--- src/rtl/rssi_frontend_pkg.sv ---
// Shared constants for the RSSI front end: word format, anchor IDs and FSM encodings.
package rssi_frontend_pkg;

   localparam int RSSI_W    = 20;
   localparam int INT_BITS  = 8;
   localparam int FRAC_BITS = 12;

   localparam logic [1:0] ANCH_A       = 2'd0;
   localparam logic [1:0] ANCH_B       = 2'd1;
   localparam logic [1:0] ANCH_C       = 2'd2;
   localparam logic [1:0] ANCH_ILLEGAL = 2'd3;

   localparam logic [0:0] COLLECT = 1'b0;
   localparam logic [0:0] DIVIDE  = 1'b1;

endpackage

--- src/rtl/rssi_acc.sv ---
// One anchor's sample accumulator: sums 2^LOG2_N signed samples and exposes
// the floor average (arithmetic shift) of the window.
module rssi_acc
   import rssi_frontend_pkg::*;
#(
   parameter int W      = RSSI_W,
   parameter int LOG2_N = 2
) (
   input  logic                clk,
   input  logic                rst_n,
   input  logic                clear,
   input  logic                add_en,
   input  logic signed [W-1:0] sample,
   output logic                full,
   output logic                full_next,
   output logic signed [W-1:0] avg
);

   localparam int AW = W + LOG2_N;
   localparam int CW = LOG2_N + 1;
   localparam logic [CW-1:0] N_CNT = CW'(1 << LOG2_N);

   logic signed [AW-1:0] acc;
   logic signed [AW-1:0] shifted;
   logic        [CW-1:0] count;
   logic                 do_add;

   assign full      = (count == N_CNT);
   assign do_add    = add_en && !full;
   // Lets the FSM leave COLLECT on the same edge that the last sample lands.
   assign full_next = full || (do_add && (count == N_CNT - 1'b1));

   always_ff @(posedge clk or negedge rst_n) begin
      if (!rst_n) begin
         acc   <= '0;
         count <= '0;
      end else if (clear) begin
         acc   <= '0;
         count <= '0;
      end else if (do_add) begin
         acc   <= acc + {{LOG2_N{sample[W-1]}}, sample};
         count <= count + 1'b1;
      end
   end

   assign shifted = acc >>> LOG2_N;
   assign avg     = shifted[W-1:0];

endmodule

--- src/rtl/rssi_frontend.sv ---
// Averages per-anchor RSSI windows and hands them to the solver only while it is idle.
module rssi_frontend
   import rssi_frontend_pkg::*;
#(
   parameter int LOG2_N = 2,
   parameter int W      = RSSI_W
) (
   input  logic         clk,
   input  logic         rst_n,
   input  logic         flush,
   input  logic         sample_valid,
   input  logic [1:0]   anchor_id,
   input  logic [W-1:0] rssi_in,
   input  logic         busy,
   output logic [W-1:0] rssiA,
   output logic [W-1:0] rssiB,
   output logic [W-1:0] rssiC,
   output logic         rssi_ready,
   output logic         out_update,
   output logic         sample_drop,
   output logic         id_err,
   output logic         overrun
);

   logic [0:0]   state;
   logic         pend;
   logic [W-1:0] pending [3];
   logic [W-1:0] avg     [3];
   logic [2:0]   full;
   logic [2:0]   full_next;
   logic [2:0]   add_en;
   logic         valid_id;
   logic         anchor_full;
   logic         clear_acc;
   logic         transfer;
   logic         div_write;
   logic         drop;

   assign valid_id  = sample_valid && (anchor_id != ANCH_ILLEGAL);
   assign clear_acc = flush || (state == DIVIDE);
   assign transfer  = !flush && pend && !busy;
   assign div_write = !flush && (state == DIVIDE);

   always_comb begin
      anchor_full = 1'b0;
      case (anchor_id)
         ANCH_A:  anchor_full = full[0];
         ANCH_B:  anchor_full = full[1];
         ANCH_C:  anchor_full = full[2];
         default: anchor_full = 1'b0;
      endcase
   end

   // A flushed sample vanishes silently; otherwise DIVIDE or a full anchor drops it.
   assign drop = !flush && valid_id && ((state == DIVIDE) || anchor_full);

   for (genvar i = 0; i < 3; i++) begin : g_acc
      assign add_en[i] = !flush && (state == COLLECT) && valid_id && (anchor_id == 2'(i));

      rssi_acc #(
         .W      (W),
         .LOG2_N (LOG2_N)
      ) u_acc (
         .clk       (clk),
         .rst_n     (rst_n),
         .clear     (clear_acc),
         .add_en    (add_en[i]),
         .sample    (rssi_in),
         .full      (full[i]),
         .full_next (full_next[i]),
         .avg       (avg[i])
      );
   end

   always_ff @(posedge clk or negedge rst_n) begin
      if (!rst_n) begin
         state <= COLLECT;
      end else if (flush) begin
         state <= COLLECT;
      end else begin
         case (state)
            COLLECT: if (&full_next) state <= DIVIDE;
            default: state <= COLLECT;
         endcase
      end
   end

   // When DIVIDE and transfer coincide, outputs take the old pending set and pend stays up.
   always_ff @(posedge clk or negedge rst_n) begin
      if (!rst_n) begin
         pend       <= 1'b0;
         pending[0] <= '0;
         pending[1] <= '0;
         pending[2] <= '0;
         rssiA      <= '0;
         rssiB      <= '0;
         rssiC      <= '0;
         rssi_ready <= 1'b0;
      end else begin
         if (flush) begin
            pend <= 1'b0;
         end else if (div_write) begin
            pend       <= 1'b1;
            pending[0] <= avg[0];
            pending[1] <= avg[1];
            pending[2] <= avg[2];
         end else if (transfer) begin
            pend <= 1'b0;
         end
         if (transfer) begin
            rssiA      <= pending[0];
            rssiB      <= pending[1];
            rssiC      <= pending[2];
            rssi_ready <= 1'b1;
         end
      end
   end

   always_ff @(posedge clk or negedge rst_n) begin
      if (!rst_n) begin
         out_update  <= 1'b0;
         sample_drop <= 1'b0;
         id_err      <= 1'b0;
         overrun     <= 1'b0;
      end else begin
         out_update  <= transfer;
         sample_drop <= drop;
         id_err      <= sample_valid && (anchor_id == ANCH_ILLEGAL);
         overrun     <= div_write && pend && !transfer;
      end
   end

endmodule

--- config.mk ---
export PLATFORM = sky130hd
export DESIGN_NAME = rssi_frontend
export DESIGN_NICKNAME = d
export VERILOG_FILES = /design/src/rtl/rssi_frontend_pkg.sv /design/src/rtl/rssi_acc.sv /design/src/rtl/rssi_frontend.sv
export SDC_FILE = /design/constraint.sdc
export NUM_CORES = 1
export LEC_CHECK = 0
export BUFFER_PORTS_ARGS = -buffer_cell sky130_fd_sc_hd__buf_2
export CAP_MARGIN = 5
export CORE_UTILIZATION = 60
export CTS_CLUSTER_SIZE = 20
export DETAILED_ROUTE_END_ITERATION = 6
export PLACE_DENSITY = 0.9
export SETUP_SLACK_MARGIN = 0.1
export SLEW_MARGIN = 30
export SYNTH_ARGS = -nofsm -noshare
export SYNTH_HDL_FRONTEND = slang
export SYNTH_SLANG_ARGS = --single-unit
--- constraint.sdc ---
create_clock -name clk -period 3 [get_ports clk]
set_input_delay 0.9 -clock clk [delete_from_list [all_inputs] [get_ports clk]]
set_output_delay 0.9 -clock clk [all_outputs]
set_load 0.05 [all_outputs]
==> run metrics <==
num rows=between 40 and 50; r2r endpoint=g_acc[2].u_acc.acc[18]$_DFFE_PN0P_; router iterations before antenna repair=7; final WL=approximately 27 mm; synth top area cells=dfrtp_1 (46%), mux2_2 (12%), ha_1 (8.2%); syn_nets=roughly 1100; number of enable flip-flop cells after synthesis=0; Worst Clk Skew=18.8 ps; distinct cell type count of the synthesized netlist=65; #FFs+latches synth=between 200 and 250; leading area contributor after synthesis=dfrtp_1; TritonCTS clock tree=yes; worst hold-check path type=in -> async; crit path launch type=input pin; dpl cells=1421; Worst-Skew Late Latency=520 ps; final worst slack=187 ps; vias in the first global route=between 8000 and 9000; IO buf count=~90; hold-fix buffer count after cts=0; Int Pwr=about 4.8 mW; Setup crit end kind=register; Die X=~140 µm; Worst Tran Pin Value=about 700 ps; max-cap violations=0; vias=8925; worst-path cell chain=buf_2 -> ha_2 -> inv_1 -> fa_2 -> nand2b_4 -> a21oi_4 -> o2111ai_1 -> a21boi_2 -> a41o_1 -> buf_4 -> o22a_1 -> mux2i_1 -> nand2_1; async set-reset flop share out of synthesis=between 90% and 100%; Logic pwr share=between 10% and 20%; max-slew violation count=0; switching part of the total=25.3%; slowest CP cell=fa_2; fin nets=between 1000 and 1500; number of synthesis warnings=0; cell area after layout=0.0133 mm²; post-DP HPWL=between 15 and 20 mm; Area growth syn-to-layout=20.5%; Buf+Inv Stages, Crit Path=3; commonest cells in the netlist=dfrtp_1 (202), mux2_2 (120), nand2_1 (105), a21oi_1 (86), ha_1 (72); die height=137 µm; Total GRT Usage=around 30%; largest net degree at the start of global routing=just over 70; DRT antenna net count=0; clock-pin transition on the worst setup and hold timing paths=approximately 60 ps; slowest stage delay, CP=about 350 ps; remaining global-route overflow=0; average wire per standard cell=between 15 and 20 µm; Final Non-Filler Cells=roughly 1500; Post-Place Worst Slack=-272 ps; CTS H-Tree Depth=1; top cell family by delay on the critical path=compound AO/OA/AOI/OAI gates; power per cell area=~480 mW/mm²; placed instance area=around 0.012 mm²; endpoints failing setup=0; Slew headroom=a little over half; failing checks=DRC; RSZ-0062 raised after global routing=false; outcome=finished with violations; CP Class=in -> reg; Residual DRC=2; worst r2r path cells=12; Core Box Area=about 0.018 mm²; syn avg cell area=approximately 11 µm²; CTS Root Cell=clkbuf_16; worst IR drop on VDD=483 µV; first-pass GRT wire length=between 40 and 50 mm; clk sinks=roughly 200; die area=between 0.015 and 0.02 mm²; area share of the largest cell type after synthesis=a little under half; Reg2Reg Launch Point=g_acc[2].u_acc.acc[0]$_DFFE_PN0P_; initial antenna violation count=2; P_sw=about 1.6 mW; Top Ports=slightly above 90; Initial Util=about three fifths; most frequent cell after synthesis=dfrtp_1; vias per cell=slightly above 6; Worst EP arrival=between 3000 and 4000 ps; Leak Pwr=6.78 nW; Post-Synthesis Cell Area=between 0.01 and 0.015 mm²; Max Freq=0.355 GHz; Detailed Route Iter0 Violations=around 750; CTS buffer count=22; fin crit share=between 90% and 100%; reg2reg setup slack=approximately 330 ps; Worst Path Max Fanout=4; Final GP Congestion=around 0.99; Worst EP required=approximately 3400 ps; clock network power share=about 44%; Tmin final=2810 ps; sequential area share after synthesis=a little under half; Reg power frac=between 40 and 50%; CTS max path bufs=3; Final Hold Viols=0; prevailing post-synth register cell=dfrtp_1; post-synthesis cell count=around 1000; layout cells sized above 1=between 30% and 40%; Setup TNS=0 ps
## repair_timing
item / CTS / global route
gates resized for setup: 0 / 5
endpoints found under the setup margin: 0 / 6
buffers inserted: 0 / 0
## stage by stage
stage / power (mW) / hold slack [ps] / util [%]
after global placement: 3.60 / 450 / 69.5
after CTS: 6.41 / 425 / 73.7
after floorplan: 3.30 / 470 / -
after global routing: 6.61 / 455 / 73.8
final: 6.38 / 418 / 73.8
after detailed placement: 3.63 / 460 / 69.5
## power groups by stage
stage	clock (mW)	combinational [mW]	sequential, mW
CTS	2.82	0.780	2.81
detailed placement	0	0.766	2.86
finish	2.78	0.790	2.81
global placement	0	0.743	2.86
global route	2.92	0.870	2.82
floorplan	0	0.449	2.85
## cell usage in the layout (no fill, tap or decap), types with 6 or more instances in the layout
| cell | synthesis | layout |
|---|---|---|
| a31oi_1 | 7 | 7 |
| nand2_1 | 105 | 105 |
| a21o_1 | 23 | 23 |
| clkbuf_16 | 0 | 23 |
| a21oi_1 | 86 | 85 |
| nand4_1 | 9 | 9 |
| xnor2_1 | 27 | 27 |
| buf_4 | 0 | 100 |
| mux2_2 | 120 | 120 |
| a211oi_1 | 18 | 18 |
| ha_1 | 72 | 70 |
| nand2b_1 | 8 | 7 |
| nor2_1 | 49 | 48 |
| o21a_1 | 6 | 6 |
| or4_1 | 6 | 6 |
| o211ai_1 | 6 | 6 |
| dfrtp_1 | 202 | 202 |
| inv_1 | 25 | 25 |
| nand4b_1 | 6 | 6 |
| buf_2 | 0 | 90 |
| or3_1 | 8 | 8 |
| o21ai_0 | 38 | 38 |
| and3_1 | 15 | 15 |
| nand3_1 | 36 | 36 |
| xor2_1 | 15 | 15 |
| and2_1 | 10 | 10 |
| nor2b_1 | 11 | 10 |
| nor3_1 | 17 | 17 |
## flip-flops by register name (all words and copies together), names as in the netlist, 9 cells and up
| register | cells |
|---|---|
| g_acc.u_acc.acc | 66 |
| pending | 60 |
| rssiA | 20 |
| rssiB | 20 |
| rssiC | 20 |
| g_acc.u_acc.count | 9 |
## layer usage
layer / up-vias / track usage, % / part of all wire, %
met2: 320 / 50.1 / 48
met1: 4370 / 38.6 / 42
li1: 4145 / - / -
met3: 88 / 4.01 / 5.4
met5: - / 0 / 0.048
met4: 2 / 13.8 / 4.8
## layout make-up
| cell class | instances | area (µm²) |
|---|---|---|
| Inverter | 25 | 93.8 |
| Fill cell | 1176 | 4710 |
| Multi-Input combinational cell | 769 | 5760 |
| Clock buffer | 31 | 646 |
| Clock inverter | 9 | 100 |
| Antenna cell | 1 | 2.50 |
| Tap cell | 229 | 287 |
| Timing Repair Buffer | 196 | 1320 |
| Sequential cell | 202 | 5050 |
## kinds of logic after synthesis
kind of cell | count (synthesis) | share of synthesized area, %
xor gates and xnor gates | 42 | 3.35
DFF | 202 | 46.0
buffers and inverters | 70 | 2.39
adders and majority gates | 75 | 8.74
AOI/OAI and AO/OA | 236 | 14.1
and+or+nand+nor | 292 | 12.8
muxes | 124 | 12.7
## worst max path at each step
stage / from / end / slack [ps] / cells after the start
global placement: rssi_in[0] / g_acc[0].u_acc.acc[20]$_DFFE_PN0P_ / -200 / 13
CTS: rssi_in[0] / g_acc[2].u_acc.acc[18]$_DFFE_PN0P_ / 190 / 13
finish: rssi_in[0] / g_acc[2].u_acc.acc[18]$_DFFE_PN0P_ / 190 / 13
floorplan: rssi_in[0] / g_acc[2].u_acc.acc[20]$_DFFE_PN0P_ / 80 / 11
detailed placement: rssi_in[1] / g_acc[0].u_acc.acc[19]$_DFFE_PN0P_ / -270 / 11
global route: rssi_in[1] / g_acc[0].u_acc.acc[19]$_DFFE_PN0P_ / 110 / 11
Power figures use the tool's default switching activity.
